File: config.mk
export PLATFORM = sky130hd
export DESIGN_NAME = des_byte_loader_flat
export DESIGN_NICKNAME = d
export VERILOG_FILES = /design/src/rtl/des_byte_loader_if.sv /design/src/rtl/des_byte_loader.sv /design/src/flat_wrapper.sv
export SDC_FILE = /design/constraint.sdc
export NUM_CORES = 1
export LEC_CHECK = 0
export CELL_PAD_IN_SITES_DETAIL_PLACEMENT = 0
export CELL_PAD_IN_SITES_GLOBAL_PLACEMENT = 1
export CORE_MARGIN = 3
export CORE_UTILIZATION = 41
export DETAILED_ROUTE_END_ITERATION = 7
export GPL_ROUTABILITY_DRIVEN = 1
export PLACE_DENSITY_LB_ADDON = 0.1
export SYNTH_ARGS = -nofsm -noshare
export SYNTH_HDL_FRONTEND = slang
export SYNTH_SLANG_ARGS = --single-unit
File: constraint.sdc
create_clock -name clk -period 16 [get_ports clk]
set_input_delay 3.2 -clock clk [delete_from_list [all_inputs] [get_ports clk]]
set_output_delay 3.2 -clock clk [all_outputs]
set_load 0.01 [all_outputs]
File: src/rtl/des_byte_loader_if.sv
// Byte-stream handshake and DES core load bundle for des_byte_loader.
interface des_byte_loader_if;
    logic [7:0]  in_byte;
    logic        in_valid;
    logic        in_is_key;
    logic        in_ready;
    logic        load;
    logic [63:0] data_in;
    logic [63:0] key_in;
    logic        key_ok;
    logic        drop;
    logic        busy;

    modport slave (
        input  in_byte, in_valid, in_is_key,
        output in_ready, load, data_in, key_in, key_ok, drop, busy
    );

    modport master (
        output in_byte, in_valid, in_is_key,
        input  in_ready, load, data_in, key_in, key_ok, drop, busy
    );
endinterface

File: src/rtl/des_byte_loader.sv
// Assembles MSB-first byte stream into DES key/data words and paces
// core loads so each result is out before the next block is loaded.
module des_byte_loader #(
    parameter int CORE_LATENCY = 2
) (
    input  logic              clk,
    input  logic              reset,
    des_byte_loader_if.slave  bus
);

    typedef enum logic [1:0] {
        COLLECT = 2'd0,
        LOAD    = 2'd1,
        WAIT    = 2'd2
    } state_t;

    state_t      r_state;
    state_t      w_next;
    logic [55:0] r_sr;
    logic [2:0]  r_cnt;
    logic        r_is_key;
    logic [63:0] r_key;
    logic [63:0] r_data;
    logic        r_key_ok;
    logic        r_drop;
    logic [7:0]  r_wcnt;

    logic        w_accept;
    logic        w_last;
    logic [63:0] w_word;

    assign w_accept = bus.in_valid && (r_state == COLLECT);
    assign w_last   = w_accept && (r_cnt == 3'd7);
    assign w_word   = {r_sr, bus.in_byte};

    always_ff @(posedge clk or posedge reset) begin
        if (reset) r_state <= COLLECT;
        else       r_state <= w_next;
    end

    always_comb begin
        w_next = r_state;
        unique case (r_state)
            COLLECT: if (w_last && !r_is_key && r_key_ok) w_next = LOAD;
            LOAD:    w_next = WAIT;
            WAIT:    if (r_wcnt == 8'd0) w_next = COLLECT;
            default: w_next = COLLECT;
        endcase
    end

    always_ff @(posedge clk or posedge reset) begin
        if (reset) begin
            r_sr     <= '0;
            r_cnt    <= '0;
            r_is_key <= 1'b0;
            r_key    <= '0;
            r_data   <= '0;
            r_key_ok <= 1'b0;
            r_drop   <= 1'b0;
            r_wcnt   <= '0;
        end else begin
            r_drop <= 1'b0;
            if (w_accept) begin
                r_sr  <= w_word[55:0];
                r_cnt <= r_cnt + 3'd1;
                // Word kind is fixed by the first byte only
                if (r_cnt == 3'd0) r_is_key <= bus.in_is_key;
            end
            if (w_last) begin
                if (r_is_key) begin
                    r_key    <= w_word;
                    r_key_ok <= 1'b1;
                end else if (r_key_ok) begin
                    r_data <= w_word;
                end else begin
                    r_drop <= 1'b1;
                end
            end
            if (r_state == LOAD)      r_wcnt <= 8'(CORE_LATENCY - 1);
            else if (r_state == WAIT) r_wcnt <= r_wcnt - 8'd1;
        end
    end

    assign bus.in_ready = (r_state == COLLECT);
    assign bus.load     = (r_state == LOAD);
    assign bus.busy     = (r_state != COLLECT);
    assign bus.data_in  = r_data;
    assign bus.key_in   = r_key;
    assign bus.key_ok   = r_key_ok;
    assign bus.drop     = r_drop;

endmodule

File: src/flat_wrapper.sv
// flat-port wrapper written by rule: the top's interface ports become plain ports
module des_byte_loader_flat 
#(
    parameter int CORE_LATENCY = 2
)
  (clk, reset, bus_in_byte, bus_in_valid, bus_in_is_key, bus_in_ready, bus_load, bus_data_in, bus_key_in, bus_key_ok, bus_drop, bus_busy);
  des_byte_loader_if bus_i ();
  input  logic clk;
  input  logic reset;
  input wire logic [$bits(bus_i.in_byte)-1:0] bus_in_byte;
  input wire logic [$bits(bus_i.in_valid)-1:0] bus_in_valid;
  input wire logic [$bits(bus_i.in_is_key)-1:0] bus_in_is_key;
  output wire logic [$bits(bus_i.in_ready)-1:0] bus_in_ready;
  output wire logic [$bits(bus_i.load)-1:0] bus_load;
  output wire logic [$bits(bus_i.data_in)-1:0] bus_data_in;
  output wire logic [$bits(bus_i.key_in)-1:0] bus_key_in;
  output wire logic [$bits(bus_i.key_ok)-1:0] bus_key_ok;
  output wire logic [$bits(bus_i.drop)-1:0] bus_drop;
  output wire logic [$bits(bus_i.busy)-1:0] bus_busy;
  assign bus_i.in_byte = bus_in_byte;
  assign bus_i.in_valid = bus_in_valid;
  assign bus_i.in_is_key = bus_in_is_key;
  assign bus_in_ready = bus_i.in_ready;
  assign bus_load = bus_i.load;
  assign bus_data_in = bus_i.data_in;
  assign bus_key_in = bus_i.key_in;
  assign bus_key_ok = bus_i.key_ok;
  assign bus_drop = bus_i.drop;
  assign bus_busy = bus_i.busy;
  des_byte_loader #(.CORE_LATENCY(CORE_LATENCY)) u_core (.clk(clk), .reset(reset), .bus(bus_i));
endmodule
==> key figures, run 1 <==
Outcome
  • Outcome: finished clean

Detailed routing
  • Drt total wl: about 16 mm
  • DRC viols: 0
  • Routed Antenna Nets: 0
  • DRT iter0 DRCs: approximately 180
  • Vias: about 4400
  • Pre-antenna DRT Iters: 4
  • Vias/cell: 5.070
  • DR WL/cell: 18.47 um

Power and ir drop
  • Pwr Density: roughly 190 nW/um^2
  • Combinational power share: ~33%
  • Clock power frac: between 20 and 25%
  • LEAKAGE: ~4.5 nW
  • Net Sw Frac: 30.11%
  • Total power: 1.936 mW
  • Pint: 1.353 mW
  • Seq pwr share: 44.9%
  • Maximum vdd drop: about 0.076 mV
  • Psw: around 0.58 mW

Yosys
  • Post-synth ARST share: 100.0%
  • Adder-cell share of the synthesized area: 1.469%
  • Post-synthesis compound-gate area fraction: 1.453%
  • Seq/Total Area, Yosys: 65.28%
  • Main combinational cell family by area after synthesis: multiplexers
  • Post-synth EDFFs: 0
  • Synth warn: 0
  • Top post-synthesis cells by area: dfrtp_1, mux2_2, ha_1
  • Synthesized cell area: 7666 um^2
  • Area share of and/or/nand/nor cells after synthesis: 2.497%
  • Post-synth top area cell: dfrtp_1
  • Multiplexer share of the synthesized area: between 20% and 30%
  • Syn_nets: 494
  • Gate Count Post-Synth: 473
  • Synth top area share: 65.28%
  • Unique masters post-synth: 35
  • Post-synth top flop: dfrtp_1
  • Synthesis-stage register bit count: 200
  • Syn Area/Cell: 16.21 um^2
  • XOR/XNOR Fraction of Synth Area: 0.2285%

Timing
  • TNS Setup: 0 ps
  • Final hold slack: 504.2 ps
  • Fin. max-slew vios: 0
  • Min cycle time layout: between 5000 and 6000 ps
  • Slew headroom: 37.71%
  • Tcrit/Tclk final: 36.79%
  • Tightest Pin Transition: approximately 930 ps
  • Final setup fails: 0
  • Final Hold Fails: 0
  • RSZ-0062 raised after global routing: false
  • Fmax: around 170 MHz
  • Clock skew: 7.913 ps
  • Setup ws final: 10110 ps

Die
  • Std-Cell Rows: 49
  • Top-level I/O count: around 150
  • Die ar.: roughly 20000 um^2
  • Die H: between 100 and 150 um
  • Die Span X: 142.7 um
  • Starting Density: roughly 42%
  • Core area: about 18000 um^2

Critical path
  • Crit-path cells: clkdlybuf4s50_1 -> nand2_4 -> nor2_4 -> buf_4 -> mux2_2
  • CP Max Fanout: 62
  • CP Class: input port to flop
  • Family with the most delay on the worst path: simple AND/OR/NAND/NOR gates
  • Worst stage delay on the critical path: 910 ps
  • Startpoint Class: input port
  • WP buf/inv: 2
  • Slowest CP cell: nor2_4
  • Arrival time at the worst endpoint: roughly 6200 ps
  • Critical Path RT: between 15000 and 20000 ps
  • CP Capture Type: flop

Place
  • Placed Area: approximately 9400 um^2
  • Pre-CTS setup slack: 9611 ps
  • # port buffers: 144
  • Final Wtd Congestion: roughly 0.7
  • Detailed Place HPWL: around 11 mm

GRT
  • Largest net degree at the start of global routing: 125
  • GRT Total Usage: 16.29%
  • Global-route wire length before repair: 25.76 mm
  • Grt ovf: 0
  • Vias in the first global route: between 4000 and 5000
  • Initial antenna violation count: 0

Layout
  • Most frequent cells in the layout: dfrtp_1, mux2_2, clkdlybuf4s50_1
  • Share of post-route cells with drive strength above 1: a little over a third
  • # diodes: 0
  • # fillers: 1518
  • Commonest non-fill, non-tap cell in the layout: dfrtp_1
  • Register area: 5005 um^2
  • NumNets Final: approximately 640
  • Layout area overhead: 29.80%
  • Finished Cell Area: roughly 10000 um^2
  • Multi-input logic area: around 2600 um^2

Clock network
  • Max clock buf depth: 2
  • Total clock sinks: 200
  • CTS tree: built
  • TritonCTS Buffers: 17
  • H-tree Lvls: 4
  • Postcts setup bufs: 0
  • CTS root buf: clkbuf_16
  • CTS Hold Bufs: 0
  • Clock transition at path regs: 70 ps
  • Post_cts resized: 0
  • Worst-skew pair later-pin latency: 420 ps

Hold path
  • Hold Path Class: flop to flop

Flow run
  • Max-cap violations: 0
==> stage by stage <==
step                instances  util [%]
detailed placement        830     51.53
global placement          830     51.53
floorplan                 473         -
CTS                       861     54.83
global route              861     54.83
finish                    861     54.83
==> cells by family after synthesis <==
logic type	after synthesis
adders and majority gates	9
DFF	200
muxes	187
AOI/OAI and AO/OA	18
and+or+nand+nor	28
xor gates and xnor gates	2
buffers and inverters	29
==> final cells by class <==
type                    count  area share [%]
clock inverters             9           1.157
clock buffers              22           4.866
multi-input cells         244           25.64
repair buffers            147           14.71
flip-flops and latches    200           50.30
well taps                 229           2.879
inverters                  10          0.4527
==> worst register-to-register path: cells and delay by family (launching register included) <==
kind | cells | cell delay (ps)
adders and majority gates | 1 | 330
and+or+nand+nor | 2 | 1450
buffers and inverters | 2 | 730
muxes | 1 | 420
DFF | 1 | 420
==> per-layer routing <==
metal	vias to the layer above	routed length (um)	track usage, %
met5	-	0	0
li1	1976	-	-
met4	0	212	5.103
met3	16	964	5.425
met1	2267	7182	21.59
met2	106	7543	25.57
==> power groups by stage <==
stage               Sequential [mW]  Clock [mW]  Combinational (mW)
finish                        0.870       0.429               0.637
global route                  0.903       0.464               0.690
CTS                           0.875       0.442               0.650
detailed placement            0.883           0               0.647
global placement              0.874           0               0.631
floorplan                     0.872           0               0.301
==> synthesized netlist by cell type, drive strengths merged, types with 2 or more instances <==
cell / count
mux2: 187
inv: 10
nand2: 4
o21ai: 7
buf: 12
a21oi: 2
or4: 3
nand3: 3
nor3b: 2
nand2b: 2
o22ai: 2
dfrtp: 200
o211ai: 4
clkbuf: 7
ha: 9
or4b: 2
nor2: 2
==> worst paths after layout <==
| check | start | end | slack (ps) | cells after the start |
|---|---|---|---|---|
| worst max-delay path | bus_in_valid | u_core.bus.data_in[60] | 10110 | 5 |
| worst min-delay path | u_core.bus.key_in[55] | u_core.bus.key_in[55] | 500 | 1 |
| worst max register to register | u_core.r_state[0] | u_core.bus.data_in[60] | 12550 | 6 |
| worst min register to register | u_core.bus.key_in[55] | u_core.bus.key_in[55] | 500 | 1 |
| max in group asynchronous | reset | u_core.r_sr[46] | 11130 | 3 |
| min in group asynchronous | reset | u_core.bus.key_ok | 3340 | 2 |
==> flip-flops by register name, summed over array words and instances, names as in the netlist <==
register	flops
u_core.r_wcnt	8
u_core.r_is_key	1
u_core.bus.key_ok	1
u_core.bus.key_in	64
u_core.r_state	2
u_core.bus.drop	1
u_core.r_cnt	3
u_core.r_sr	56
u_core.bus.data_in	64
No activity file was read; power rests on OpenSTA's default activity.
==> run 2, diff against run 1 <==
--- a/config.mk
+++ b/config.mk
@@ -8,7 +8,7 @@
 export CELL_PAD_IN_SITES_DETAIL_PLACEMENT = 0
 export CELL_PAD_IN_SITES_GLOBAL_PLACEMENT = 1
 export CORE_MARGIN = 3
-export CORE_UTILIZATION = 41
+export CORE_UTILIZATION = 39
 export DETAILED_ROUTE_END_ITERATION = 7
 export GPL_ROUTABILITY_DRIVEN = 1
 export PLACE_DENSITY_LB_ADDON = 0.1
==> constraint.sdc (replaced) <==
create_clock -name clk -period 4.9 [get_ports clk]
set_input_delay 0.98 -clock clk [delete_from_list [all_inputs] [get_ports clk]]
set_output_delay 0.98 -clock clk [all_outputs]
set_load 0.01 [all_outputs]
==> run 2 against run 1 <==
Via count rose by 0.55%. Design area grew 0.72%. Clock skew increased by 2.9 ps. First-iteration DRC count fell by 13%. Combinational power rose to 3.3 times the previous value. Worst setup slack lost 8100 ps. Critical path type is now flop to output port. Largest cell class unchanged.
==> key figures, run 2 (same netlist as run 1, synthesis figures left out) <==
Outcome
  • Outcome: finished clean

Critical path
  • Slowest CP cell: clkdlybuf4s50_1
  • CP Max Fanout: 6 (-90%)
  • FF-to-FF End: u_core.bus.key_in[12]
  • Startpoint Class: flop
  • Register-to-Register Path Depth: 5 (-1)
  • Arrival time at the worst endpoint: 1910 ps (-4280 ps)
  • Family with the most delay on the worst path: buffers and inverters
  • Critical Path RT: 3920 ps (-12380 ps)
  • CP Capture Type: output port
  • Most used cell, CP: inv_1
  • WP buf/inv: 3 (+1)
  • CP Class: flop to output port
  • Crit-path cells: inv_1 -> ha_1 -> inv_1 -> clkdlybuf4s50_1
  • R2R setup slack: 2670 ps (-9880 ps)
  • Worst stage delay on the critical path: 490 ps (-420 ps)
  • Worst r2r src: u_core.r_cnt[0]

Detailed routing
  • DRT iter0 DRCs: 158 (-13%)
  • Pre-antenna DRT Iters: 4 (unchanged)
  • Vias/cell: 4.893 (-3.5%)
  • Drt total wl: 16.44 mm (+3.4%)
  • Vias: 4389 (+0.55%)
  • Routed Antenna Nets: 0 (unchanged)
  • DR WL/cell: 18.33 um (-0.78%)
  • DRC viols: 0 (unchanged)

Layout
  • NumNets Final: 645 (+0.62%)
  • Multi-input logic area: 2551 um^2 (unchanged)
  • # diodes: 0 (unchanged)
  • Layout area overhead: 30.73%
  • Util after Layout: 52.70% (-2.1 points)
  • Register area: 5005 um^2 (unchanged)
  • Most frequent cells in the layout: dfrtp_1, mux2_2, clkdlybuf4s50_1
  • Commonest non-fill, non-tap cell in the layout: dfrtp_1
  • Share of post-route cells with drive strength above 1: 36.26% (+0.50 points)
  • # fillers: 1625 (+7.0%)

Clock network
  • Clock transition at path regs: 70 ps (about the same)
  • CTS tree: built
  • Total clock sinks: 200 (unchanged)
  • Post_cts resized: 0 (unchanged)
  • Postcts setup bufs: 0 (unchanged)
  • Max clock buf depth: 2 (unchanged)
  • Worst-skew pair later-pin latency: 430 ps (about the same)
  • H-tree Lvls: 4 (unchanged)
  • CTS root buf: clkbuf_16
  • CTS Hold Bufs: 0 (unchanged)
  • TritonCTS Buffers: 17 (unchanged)

Power and ir drop
  • Combinational power share: 33.3% (+0.4 points)
  • Net Sw Frac: 30.93% (+0.83 points)
  • Clock power frac: 21.9% (-0.3 points)
  • Psw: 1.947 mW (+230%)
  • Maximum vdd drop: 0.2986 mV (+290%)
  • Pint: 4.347 mW (+220%)
  • Seq pwr share: 44.8% (about the same)
  • LEAKAGE: 4.532 nW (+0.34%)
  • Pwr Density: 628.0 nW/um^2 (+220%)

Timing
  • Final Hold Fails: 0 (unchanged)
  • Fmax: approximately 350 MHz
  • Final hold slack: 505.8 ps (+1.601 ps)
  • Min cycle time layout: 2887 ps
  • Tcrit/Tclk final: 58.93%
  • RSZ-0062 raised after global routing: false
  • Tightest Pin Transition: 930.1 ps (-4.213 ps)
  • Final setup fails: 0 (unchanged)
  • Fin. max-slew vios: 0 (unchanged)
  • Slew headroom: 37.99% (+0.28 points)
  • Clock skew: 10.86 ps (+2.944 ps)
  • TNS Setup: 0 ps (unchanged)

GRT
  • Global-route wire length before repair: 26.92 mm (+4.5%)
  • Grt ovf: 0 (unchanged)
  • GRT Total Usage: 15.94% (-0.35 points)
  • Vias in the first global route: 4657 (-1.6%)
  • Initial antenna violation count: 0 (unchanged)
  • Largest net degree at the start of global routing: 66 (-47%)

Die
  • Die ar.: 21370 um^2 (+4.9%)
  • Top-level I/O count: 145 (unchanged)
  • Die H: 146.2 um (+2.4%)
  • Core area: 19020 um^2 (+4.8%)
  • Starting Density: 40.31% (-1.9 points)
  • Die Span X: 146.2 um (+2.4%)
  • Std-Cell Rows: 50 (+2.0%)

Place
  • Detailed Place HPWL: 11.01 mm (+3.9%)
  • # port buffers: 144 (unchanged)
  • Final Wtd Congestion: 0.7197 (+1.2%)

Flow run
  • Max-cap violations: 0 (unchanged)

Hold path
  • Hold path endpoint: u_core.bus.key_in[45]
  • Hold Path Class: flop to flop
  • WHS Path Cells: 1 (unchanged)
  • Hold_sp: u_core.bus.key_in[45]
run 2: cell count changes in the layout (fill, tap and decap cells not counted), sizes merged:
cell    delta
inv        +3
clkbuf     -3
bufinv     -1
buf        +4
clkinv     +2
run 2: per-stage QoR:
step / instances / worst slack, ps / instance area [um^2] / power (mW)
after floorplan: 473 / 1332 / 7670 / 3.833
after global placement: 865 / 1984 / 9442 / 4.928
after detailed placement: 865 / 1939 / 9442 / 4.992
after CTS: 897 / 2011 / 10020 / 6.391
after global routing: 897 / 1903 / 10020 / 6.695
final: 897 / 2013 / 10020 / 6.294
run 2: final cells by class:
| class | instances | share of cell area, % |
|---|---|---|
| repair buffers | 151 | 15.16 |
| well taps | 260 | 3.246 |
| multi-input cells | 244 | 25.46 |
| inverters | 10 | 0.4120 |
| flip-flops and latches | 200 | 49.94 |
| clock inverters | 13 | 1.373 |
| clock buffers | 19 | 4.419 |
run 2: worst max path at each step:
stage                            startpoint                      to  slack [ps]  cells after the start
after floorplan                       reset   u_core.bus.data_in[0]        1330                      1
after global placement         bus_in_valid  u_core.bus.data_in[27]        1980                      5
after detailed placement       bus_in_valid  u_core.bus.data_in[27]        1940                      5
after CTS                 u_core.r_state[0]                bus_busy        2010                      4
after global routing      u_core.r_state[0]                bus_busy        1900                      4
final                     u_core.r_state[0]                bus_busy        2010                      4
run 2: routing by layer:
| metal | vias to the layer above | GRT usage, % | share of wire [%] | wire (um) |
|---|---|---|---|---|
| met5 | - | 0 | 0 | 0 |
| met4 | 0 | 4.516 | 1.2 | 191 |
| met3 | 17 | 4.749 | 5.6 | 924 |
| met2 | 96 | 25.54 | 48 | 7945 |
| met1 | 2281 | 21.23 | 45 | 7376 |
| li1 | 1995 | - | - | - |
run 2: power by group through the flow:
stage,logic [mW],registers [mW],clock network [mW]
floorplan,0.984,2.85,0
global placement,2.08,2.85,0
detailed placement,2.13,2.86,0
CTS,2.14,2.84,1.41
global route,2.27,2.94,1.49
finish,2.10,2.82,1.38
run 2: worst reg2reg max path: cells and delay by family, from the launching register on:
kind	cells	cell delay (ps)
flops	1	410
buf+inv	1	710
mux	1	470
simple gates	1	90
fa+ha+maj	2	450
==> run 3, diff against run 2 <==
--- a/config.mk
+++ b/config.mk
@@ -8,7 +8,7 @@
 export CELL_PAD_IN_SITES_DETAIL_PLACEMENT = 0
 export CELL_PAD_IN_SITES_GLOBAL_PLACEMENT = 1
 export CORE_MARGIN = 3
-export CORE_UTILIZATION = 39
+export CORE_UTILIZATION = 41
 export DETAILED_ROUTE_END_ITERATION = 7
 export GPL_ROUTABILITY_DRIVEN = 1
 export PLACE_DENSITY_LB_ADDON = 0.1
==> constraint.sdc (replaced) <==
create_clock -name clk -period 3 [get_ports clk]
set_input_delay 0.6 -clock clk [delete_from_list [all_inputs] [get_ports clk]]
set_output_delay 0.6 -clock clk [all_outputs]
set_load 0.01 [all_outputs]
==> run 3 against run 2 <==
Sequential share of layout area is 0.32 points lower. Non-clock buffer count up 4. Clock power rose by 65%. Core utilization rose by 2.9 points. Final cell count fell by 3.0%. Global-route usage is 0.48 points higher. Critical path depth is the same. Critical endpoint unchanged. Largest power group unchanged. Highest routed layer unchanged.
==> key figures, run 3 (same netlist as run 1, synthesis figures left out) <==
GRT
  • Grt ovf: 0 (unchanged)
  • Initial antenna violation count: 0 (unchanged)
  • GRT Total Usage: 16.42% (+0.48 points)
  • Vias in the first global route: 4704 (+1.0%)
  • Largest net degree at the start of global routing: 66 (unchanged)
  • Global-route wire length before repair: 25.98 mm (-3.5%)

Power and ir drop
  • Maximum vdd drop: 0.4964 mV (+66%)
  • Pwr Density: 1025 nW/um^2 (+63%)
  • Total power: 10.34 mW (+64%)
  • LEAKAGE: 4.581 nW (+1.1%)

Timing
  • Min cycle time layout: 2506 ps
  • Setup ws final: 494.3 ps (-1518 ps)
  • RSZ-0062 raised after global routing: false
  • Fmax: 399.1 MHz
  • Final hold slack: 505.4 ps (-0.4030 ps)
  • Tightest Pin Transition: 640.2 ps (-289.9 ps)
  • Final setup fails: 0 (unchanged)
  • TNS Setup: 0 ps (unchanged)
  • Slew headroom: 57.23% (+19 points)
  • Tcrit/Tclk final: 83.52%
  • Final Hold Fails: 0 (unchanged)
  • Fin. max-slew vios: 0 (unchanged)
  • Clock skew: 9.309 ps (-1.547 ps)

Critical path
  • CP Max Fanout: 6 (unchanged)
  • Critical Path RT: 2400 ps (-1520 ps)
  • Crit path capture: bus_busy
  • Arrival time at the worst endpoint: 1910 ps (about the same)
  • CP Capture Type: output port
  • CP startpoint: u_core.r_state[0]
  • FF-to-FF End: u_core.bus.data_in[8]
  • CP Class: flop to output port
  • Worst r2r src: u_core.r_state[0]
  • R2R setup slack: 770 ps (-1900 ps)
  • Startpoint Class: flop
  • Register-to-Register Path Depth: 6 (+1)

Layout
  • NumNets Final: 649 (+0.62%)
  • # diodes: 0 (unchanged)
  • Most frequent cells in the layout: dfrtp_1, mux2_2, clkdlybuf4s50_1
  • Layout area overhead: 31.56%
  • Commonest non-fill, non-tap cell in the layout: dfrtp_1
  • Finished Cell Area: 10090 um^2 (+0.64%)
  • # fillers: 1482 (-8.8%)
  • Share of post-route cells with drive strength above 1: 36.82% (+0.55 points)
  • Register area: 5005 um^2 (unchanged)
  • Multi-input logic area: 2551 um^2 (unchanged)

Clock network
  • CTS Hold Bufs: 0 (unchanged)
  • Total clock sinks: 200 (unchanged)
  • Postcts setup bufs: 0 (unchanged)
  • CTS root buf: clkbuf_16
  • H-tree Lvls: 4 (unchanged)
  • Worst-skew pair later-pin latency: 420 ps (about the same)
  • Post_cts resized: 0 (unchanged)
  • CTS tree: built
  • Clock transition at path regs: 70 ps (about the same)
  • Max clock buf depth: 2 (unchanged)
  • TritonCTS Buffers: 17 (unchanged)

Detailed routing
  • Vias/cell: 5.108 (+4.4%)
  • DR WL/cell: 18.23 um (-0.50%)
  • Routed Antenna Nets: 0 (unchanged)
  • Vias: 4444 (+1.3%)
  • DRC viols: 0 (unchanged)
  • DRT iter0 DRCs: 135 (-15%)
  • Pre-antenna DRT Iters: 4 (unchanged)
  • Drt total wl: 15.86 mm (-3.5%)

Die
  • Die H: 142.7 um (-2.4%)
  • Die ar.: 20370 um^2 (-4.7%)
  • Top-level I/O count: 145 (unchanged)
  • Starting Density: 42.24% (+1.9 points)
  • Die Span X: 142.7 um (-2.4%)
  • Std-Cell Rows: 49 (-2.0%)
  • Core area: 18150 um^2 (-4.6%)

Place
  • Pre-CTS setup slack: 469.6 ps (-1469 ps)
  • # port buffers: 144 (unchanged)
  • Final Wtd Congestion: 0.7254 (+0.79%)
  • Detailed Place HPWL: 10.76 mm (-2.3%)
  • Placed Area: 9495 um^2 (+0.57%)

Hold path
  • Hold Path Class: flop to flop
  • Hold_sp: u_core.bus.data_in[47]

Outcome
  • Outcome: finished clean

Flow run
  • Max-cap violations: 0 (unchanged)
run 3: cell count changes in the layout (fill, tap and decap cells not counted):
cell        previous run  this run
inv_8                  3         2
clkbuf_8               1         0
clkinv_4               5         1
clkbuf_1               1         0
bufinv_16              1         2
buf_4                  5         4
clkinv_2               1         3
clkinvlp_4             2         3
inv_6                  2         5
buf_12                 2         7
run 3: critical path, stage by stage (launching register included):
cell and delay (ps):
dfrtp_1 420, inv_1 120, ha_1 330, inv_1 120, clkdlybuf4s50_1 490
run 3: cell type report:
class | count | area share [%]
Clock buffer | 17 | 4.218
Clock inverter | 15 | 1.638
Inverter | 10 | 0.4094
Multi-Input combinational cell | 244 | 25.29
Sequential cell | 200 | 49.62
Tap cell | 229 | 2.841
Timing Repair Buffer | 155 | 15.98
run 3: worst min path at each step:
| stage | slack (ps) | depth (start not counted) | end |
|---|---|---|---|
| final | 510 | 1 | u_core.bus.data_in[47] |
| after floorplan | 470 | 1 | u_core.bus.drop |
| after CTS | 510 | 1 | u_core.bus.key_in[53] |
| after global placement | 490 | 1 | u_core.bus.key_in[54] |
| after detailed placement | 490 | 1 | u_core.bus.key_in[53] |
| after global routing | 520 | 1 | u_core.bus.data_in[47] |
run 3: stage by stage:
step	std cells	utilization [%]
after floorplan	473	-
after global placement	838	52.32
after detailed placement	838	52.32
after CTS	870	55.58
after global routing	870	55.58
final	870	55.58
run 3: power breakdown:
part           internal, mW  total, mW  switching (mW)
Combinational          2.15       3.43            1.28
Clock                  1.25       2.28            1.03
Sequential             3.77       4.62           0.855
Total                  7.17       10.3            3.17
run 3: metal layers:
layer / share of wire (%) / global-route usage (%) / vias to the layer above
met2: 48 / 25.96 / 104
li1: - / - / 2008
met1: 44 / 21.42 / 2318
met4: 1.2 / 5.103 / 0
met5: 0 / 0 / -
met3: 6.6 / 5.794 / 14
